`config.mk`:
```
export PLATFORM = sky130hd
export DESIGN_NAME = dcache_ctrl
export DESIGN_NICKNAME = d
export VERILOG_FILES = /design/src/rtl/dcache_ctrl.sv
export SDC_FILE = /design/constraint.sdc
export NUM_CORES = 1
export LEC_CHECK = 0
export CAP_MARGIN = 20
export CORE_MARGIN = 2
export CORE_UTILIZATION = 60
export DETAILED_ROUTE_END_ITERATION = 10
export PLACE_DENSITY = 0.89
export SKIP_LAST_GASP = 1
export SLEW_MARGIN = 15
export SYNTH_ARGS = -nofsm -noshare
export SYNTH_HDL_FRONTEND = slang
export SYNTH_SLANG_ARGS = --single-unit
```
`constraint.sdc`:
```
create_clock -name clk -period 6.8 [get_ports clk]
set_input_delay 0.68 -clock clk [delete_from_list [all_inputs] [get_ports clk]]
set_output_delay 0.68 -clock clk [all_outputs]
set_load 0.01 [all_outputs]
```
`src/rtl/dcache_ctrl.sv`:
```
// dcache_ctrl: direct-mapped, write-through, no-write-allocate data cache.
// One-word lines; misses and all writes run a strobe/ack RAM transaction.
module dcache_ctrl #(
   parameter int INDEX_BITS = 4
) (
   input  logic        clk,
   input  logic        rst,
   input  logic [65:0] i_cpu_bus,
   input  logic        i_cpu_en,
   output logic [32:0] o_cpu_bus,
   input  logic        i_inv,
   output logic [31:0] o_ram_addr,
   output logic [31:0] o_ram_wdata,
   output logic        o_ram_rd,
   output logic        o_ram_wr,
   input  logic [31:0] i_ram_rdata,
   input  logic        i_ram_ack
);
   localparam int LINES    = 1 << INDEX_BITS;
   localparam int TAG_BITS = 30 - INDEX_BITS;

   typedef enum logic [1:0] {
      IDLE,
      RD_MISS,
      WR_THRU,
      WR_DONE
   } state_t;

   state_t state, state_nxt;

   logic [LINES-1:0]    valid;
   logic [TAG_BITS-1:0] tag_arr  [LINES];
   logic [31:0]         data_arr [LINES];

   logic [31:0]         lat_addr;
   logic [31:0]         lat_wdata;
   logic                ram_rd_q;
   logic                ram_wr_q;

   logic                req_rd;
   logic                req_wr;
   logic                access;
   logic [31:0]         req_addr;
   logic [31:0]         req_wdata;
   logic [INDEX_BITS-1:0] req_idx;
   logic [INDEX_BITS-1:0] lat_idx;
   logic [TAG_BITS-1:0] req_tag;
   logic [TAG_BITS-1:0] lat_tag;
   logic                req_hit;
   logic                lat_hit;
   logic                latch_en;
   logic                fill;
   logic                wr_upd;
   logic                hit;
   logic [31:0]         rdata;

   assign req_rd    = i_cpu_bus[65];
   assign req_wr    = i_cpu_bus[64];
   assign req_addr  = i_cpu_bus[63:32];
   assign req_wdata = i_cpu_bus[31:0];
   assign access    = i_cpu_en & (req_rd | req_wr);

   assign req_idx = req_addr[INDEX_BITS+1:2];
   assign req_tag = req_addr[31:INDEX_BITS+2];
   assign lat_idx = lat_addr[INDEX_BITS+1:2];
   assign lat_tag = lat_addr[31:INDEX_BITS+2];

   assign req_hit = valid[req_idx] && (tag_arr[req_idx] == req_tag);
   assign lat_hit = valid[lat_idx] && (tag_arr[lat_idx] == lat_tag);

   assign fill   = (state == RD_MISS) && i_ram_ack;
   assign wr_upd = (state == WR_THRU) && i_ram_ack && lat_hit;

   assign o_cpu_bus   = {hit, rdata};
   assign o_ram_addr  = lat_addr;
   assign o_ram_wdata = lat_wdata;
   assign o_ram_rd    = ram_rd_q;
   assign o_ram_wr    = ram_wr_q;

   // State register, request latches and registered RAM strobes
   always_ff @(posedge clk or negedge rst) begin
      if (!rst) begin
         state     <= IDLE;
         lat_addr  <= '0;
         lat_wdata <= '0;
         ram_rd_q  <= 1'b0;
         ram_wr_q  <= 1'b0;
      end else begin
         state    <= state_nxt;
         ram_rd_q <= (state_nxt == RD_MISS);
         ram_wr_q <= (state_nxt == WR_THRU);
         if (latch_en) begin
            lat_addr  <= req_addr & ~32'h3;
            lat_wdata <= req_wdata;
         end
      end
   end

   // Valid bits: invalidate beats a same-cycle fill
   always_ff @(posedge clk or negedge rst) begin
      if (!rst) begin
         valid <= '0;
      end else if (i_inv) begin
         valid <= '0;
      end else if (fill) begin
         valid[lat_idx] <= 1'b1;
      end
   end

   // Tag/data arrays: fill on read ack, update only on a write hit
   always_ff @(posedge clk) begin
      if (fill) begin
         tag_arr[lat_idx]  <= lat_tag;
         data_arr[lat_idx] <= i_ram_rdata;
      end else if (wr_upd) begin
         data_arr[lat_idx] <= lat_wdata;
      end
   end

   // Next state and combinational response to the MA stage
   always_comb begin
      state_nxt = state;
      hit       = 1'b0;
      rdata     = '0;
      latch_en  = 1'b0;
      unique case (state)
         IDLE: begin
            if (!access) begin
               hit = 1'b1;
            end else if (req_wr) begin
               latch_en  = 1'b1;
               state_nxt = WR_THRU;
            end else if (req_hit) begin
               hit   = 1'b1;
               rdata = data_arr[req_idx];
            end else begin
               latch_en  = 1'b1;
               state_nxt = RD_MISS;
            end
         end
         RD_MISS: begin
            if (i_ram_ack) state_nxt = IDLE;
         end
         WR_THRU: begin
            if (i_ram_ack) state_nxt = WR_DONE;
         end
         WR_DONE: begin
            hit       = 1'b1;
            state_nxt = IDLE;
         end
         default: state_nxt = IDLE;
      endcase
   end

endmodule
```
==> results of run 1 <==
## path summary, 6_finish.rpt
check	depth (start not counted)	end	slack (ps)	startpoint
max in group asynchronous	2	o_ram_addr[2]	5350	rst
hold reg to reg	1	o_ram_wdata[7]	520	o_ram_wdata[7]
hold / removal	1	o_ram_addr[6]	80	rst
min in group clk	1	o_ram_wdata[7]	520	o_ram_wdata[7]
setup / recovery	12	o_cpu_bus[29]	270	i_cpu_bus[35]
setup reg to reg	11	data_arr[3][30]	820	o_ram_addr[2]
## synthesized netlist by cell type (all sizes together), types with 3 or more instances
cell     number  area share
nor3         23      0.0026
a22o          5      0.0010
buf          98       0.014
inv          13      0.0011
mux2        164       0.042
clkbuf       41      0.0035
and2          4     0.00057
xor2         20      0.0040
nand3b        3     0.00051
a221oi       25      0.0053
nand2        31      0.0026
o22ai        35      0.0050
a221o         4     0.00091
o21ai        21      0.0025
or3           4     0.00057
mux4        311        0.16
ha            5      0.0014
a2111oi       4      0.0014
a211oi       11      0.0019
a2bb2oi       3     0.00060
a21oi        19      0.0022
nor2         81      0.0070
nor4          9      0.0016
a31oi         3     0.00043
nand2b       12      0.0017
nand3         8     0.00091
xnor2        25      0.0050
mux2i       119       0.027
or2           5     0.00071
nand4         7      0.0010
a22oi         9      0.0017
dfrtp        82       0.047
edfxtp      928        0.63
nor2b        47       0.011
o32ai         3     0.00060
o211ai        5     0.00085
o31ai         3     0.00051
## stage by stage
stage	setup WS (ps)	hold slack, ps
after floorplan	427	384
after global placement	739	491
after detailed placement	573	509
after CTS	483	90.0
after global routing	252	127
final	268	78.9
## critical path, stage by stage
cell	delay, ps
clkbuf_8	370
buf_4	570
mux4_2	580
mux2i_1	200
xor2_1	300
nand4b_1	180
o31ai_1	210
nand4_1	180
or3_1	580
or4b_4	990
nor2b_2	270
clkdlybuf4s50_1	590
## cells by family (layout without fill, tap and decap cells)
family                   count (synthesis)  after routing
other                                    1              3
multiplexers                           594            594
XOR/XNOR                                45             45
adder cells (fa/ha/maj)                  5              5
AND/OR/NAND/NOR                        245            245
AO/OA/AOI/OAI                          166            166
buffers and inverters                  152            466
flip-flops                            1010           1010
## final cells by class
class                           count  area, um2  area share
Antenna cell                        1       2.50   0.0000497
Sequential cell                  1010      29900       0.595
Clock inverter                     50        493     0.00980
Timing Repair Buffer              271       2570      0.0510
Inverter                           13       50.0    0.000995
Clock buffer                      132       2660      0.0529
Tap cell                          959       1200      0.0239
Multi-Input combinational cell   1057      13400       0.266
## metal layers
layer  up-vias  global-route usage  wire, um
met4         4               0.161      7330
met3       561              0.0742     14900
met1     12900               0.416     40000
met2      2302               0.537     60400
met5         -                   0        24
li1       9686                   -         -
## where the power goes
group	internal, mW	switching, mW
clock network	2.96	2.38
logic	1.82	2.16
registers	7.49	0.761
## cell usage in the layout, fill, tap and decap left out, types with 25 or more instances in the layout
master / netlist / routed
buf_4: 14 / 72
clkbuf_1: 41 / 26
clkbuf_16: 0 / 98
clkdlybuf4s50_1: 0 / 192
clkinv_2: 0 / 25
dfrtp_1: 82 / 79
edfxtp_1: 928 / 928
mux2_2: 146 / 146
mux2i_1: 119 / 119
mux4_2: 311 / 311
nand2_1: 31 / 31
nor2_1: 80 / 64
o22ai_1: 35 / 35
xnor2_1: 25 / 25
## state kept, by name, summed over array words and instances, names as in the netlist
register     flops
o_ram_addr      30
valid           16
o_ram_rd         1
o_ram_wdata     32
data_arr       512
o_ram_wr         1
state            2
tag_arr        416
==> qor.txt, run 1 <==
status: finished clean
max cap viols: 0
Power Density: 349 mW/mm2
Critical Path RT: 6120 ps
cell area after synthesis: 0.0439 mm2
WL per Instance: 35.1 um
multiplexer area fraction after synthesis: 0.229
later-pin clock latency in the skew report: 680 ps
Synth Area in Simple Gates: 0.0328
final wirelength: 123000 um
CTS resizes: 0
pin count of the biggest net entering global routing: 119
Placed Cells: 3310
DRT iter0 DRCs: 4002
crit path time final: 6530 ps
xor/xnor share of the synthesized area: 0.00897
hpwl dp: 68500 um
Clk pin slew, worst setup/hold paths: 60 ps
total power: 17.6 mW
via-per-instance ratio: 7.29
first-pass GRT wire length: 176000 um
Worst setup SP type: input pin
drt pass-1 iters: 7
# setup viols final: 0
Fmax: 0.153 GHz
Root Driver: clkbuf_16
Final Skew: 41.4 ps
Leak: 16.4 nW
vias in the first global route: 26000
share of layout cells above drive strength 1: 0.303
final design utilization: 0.692
part of the cycle the worst path needs: 0.961
CTS tree: built
grt ovf: 0
nets: 2559
crit-path max FO: 44
Hold Path Class: input pin to async pin
final antenna-violating net count: 0
largest family of logic cells by synthesized area: multiplexers
DR DRC count: 0
die area: 0.0754 mm2
PortBufs: 197
CP arrival: 5850 ps
number of synthesized flops with an enable pin: 928
RSZ-0062 raised after global routing: false
cells after synthesis: 2218
critical path class: input pin to output pin
Std-Cell Rows: 99
setup TNS: 0 ps
Ports: 202
Fill cells: 4097
total track usage: 0.327
Area Growth Syn to Fin: 14.5%
synth warn: 0
setup bufs post-CTS: 0
Initial Util: 0.604
via count: 25500
Post-Layout Cell Count: 3493
Die Span X: 275 um
sequential share of the synthesized area: 0.681
post-synthesis adder-cell area fraction: 0.00142
Slew Viols, Final: 0
worst-case clock buffer depth: 3
DP Area: 0.0471 mm2
Design Area, Final: 0.0503 mm2
post-synth cell types: 76
Seq cells post-synth: 1010
Top FF cell, synth: edfxtp_1
H-tree depth: 3
post-synthesis compound-gate area fraction: 0.0280
Setup crit end kind: output pin
worst slew pin tran: 1040 ps
Core Area: 0.0727 mm2
Async SR Flop Fraction: 0.0812
final-report hold violation count: 0
CTS Hold Bufs: 0
GP Congestion: 0.960
CTS buffer count: 98
antenna violations before repair: 4
number of clock sinks: 1010
Post-Syn Area per Cell: 19.8 um2
Slew headroom: 0.303
die height: 275 um
Max VDD drop: 0.000383 V
No activity file was read; power rests on OpenSTA's default activity.
==> run 2: changes to the inputs <==
--- a/config.mk
+++ b/config.mk
@@ -15,3 +15,4 @@
 export SYNTH_ARGS = -nofsm -noshare
 export SYNTH_HDL_FRONTEND = slang
 export SYNTH_SLANG_ARGS = --single-unit
+export TNS_END_PERCENT = 10
==> results of run 2 <==
Final layout, timing and power as in run 1 (identical DEF).
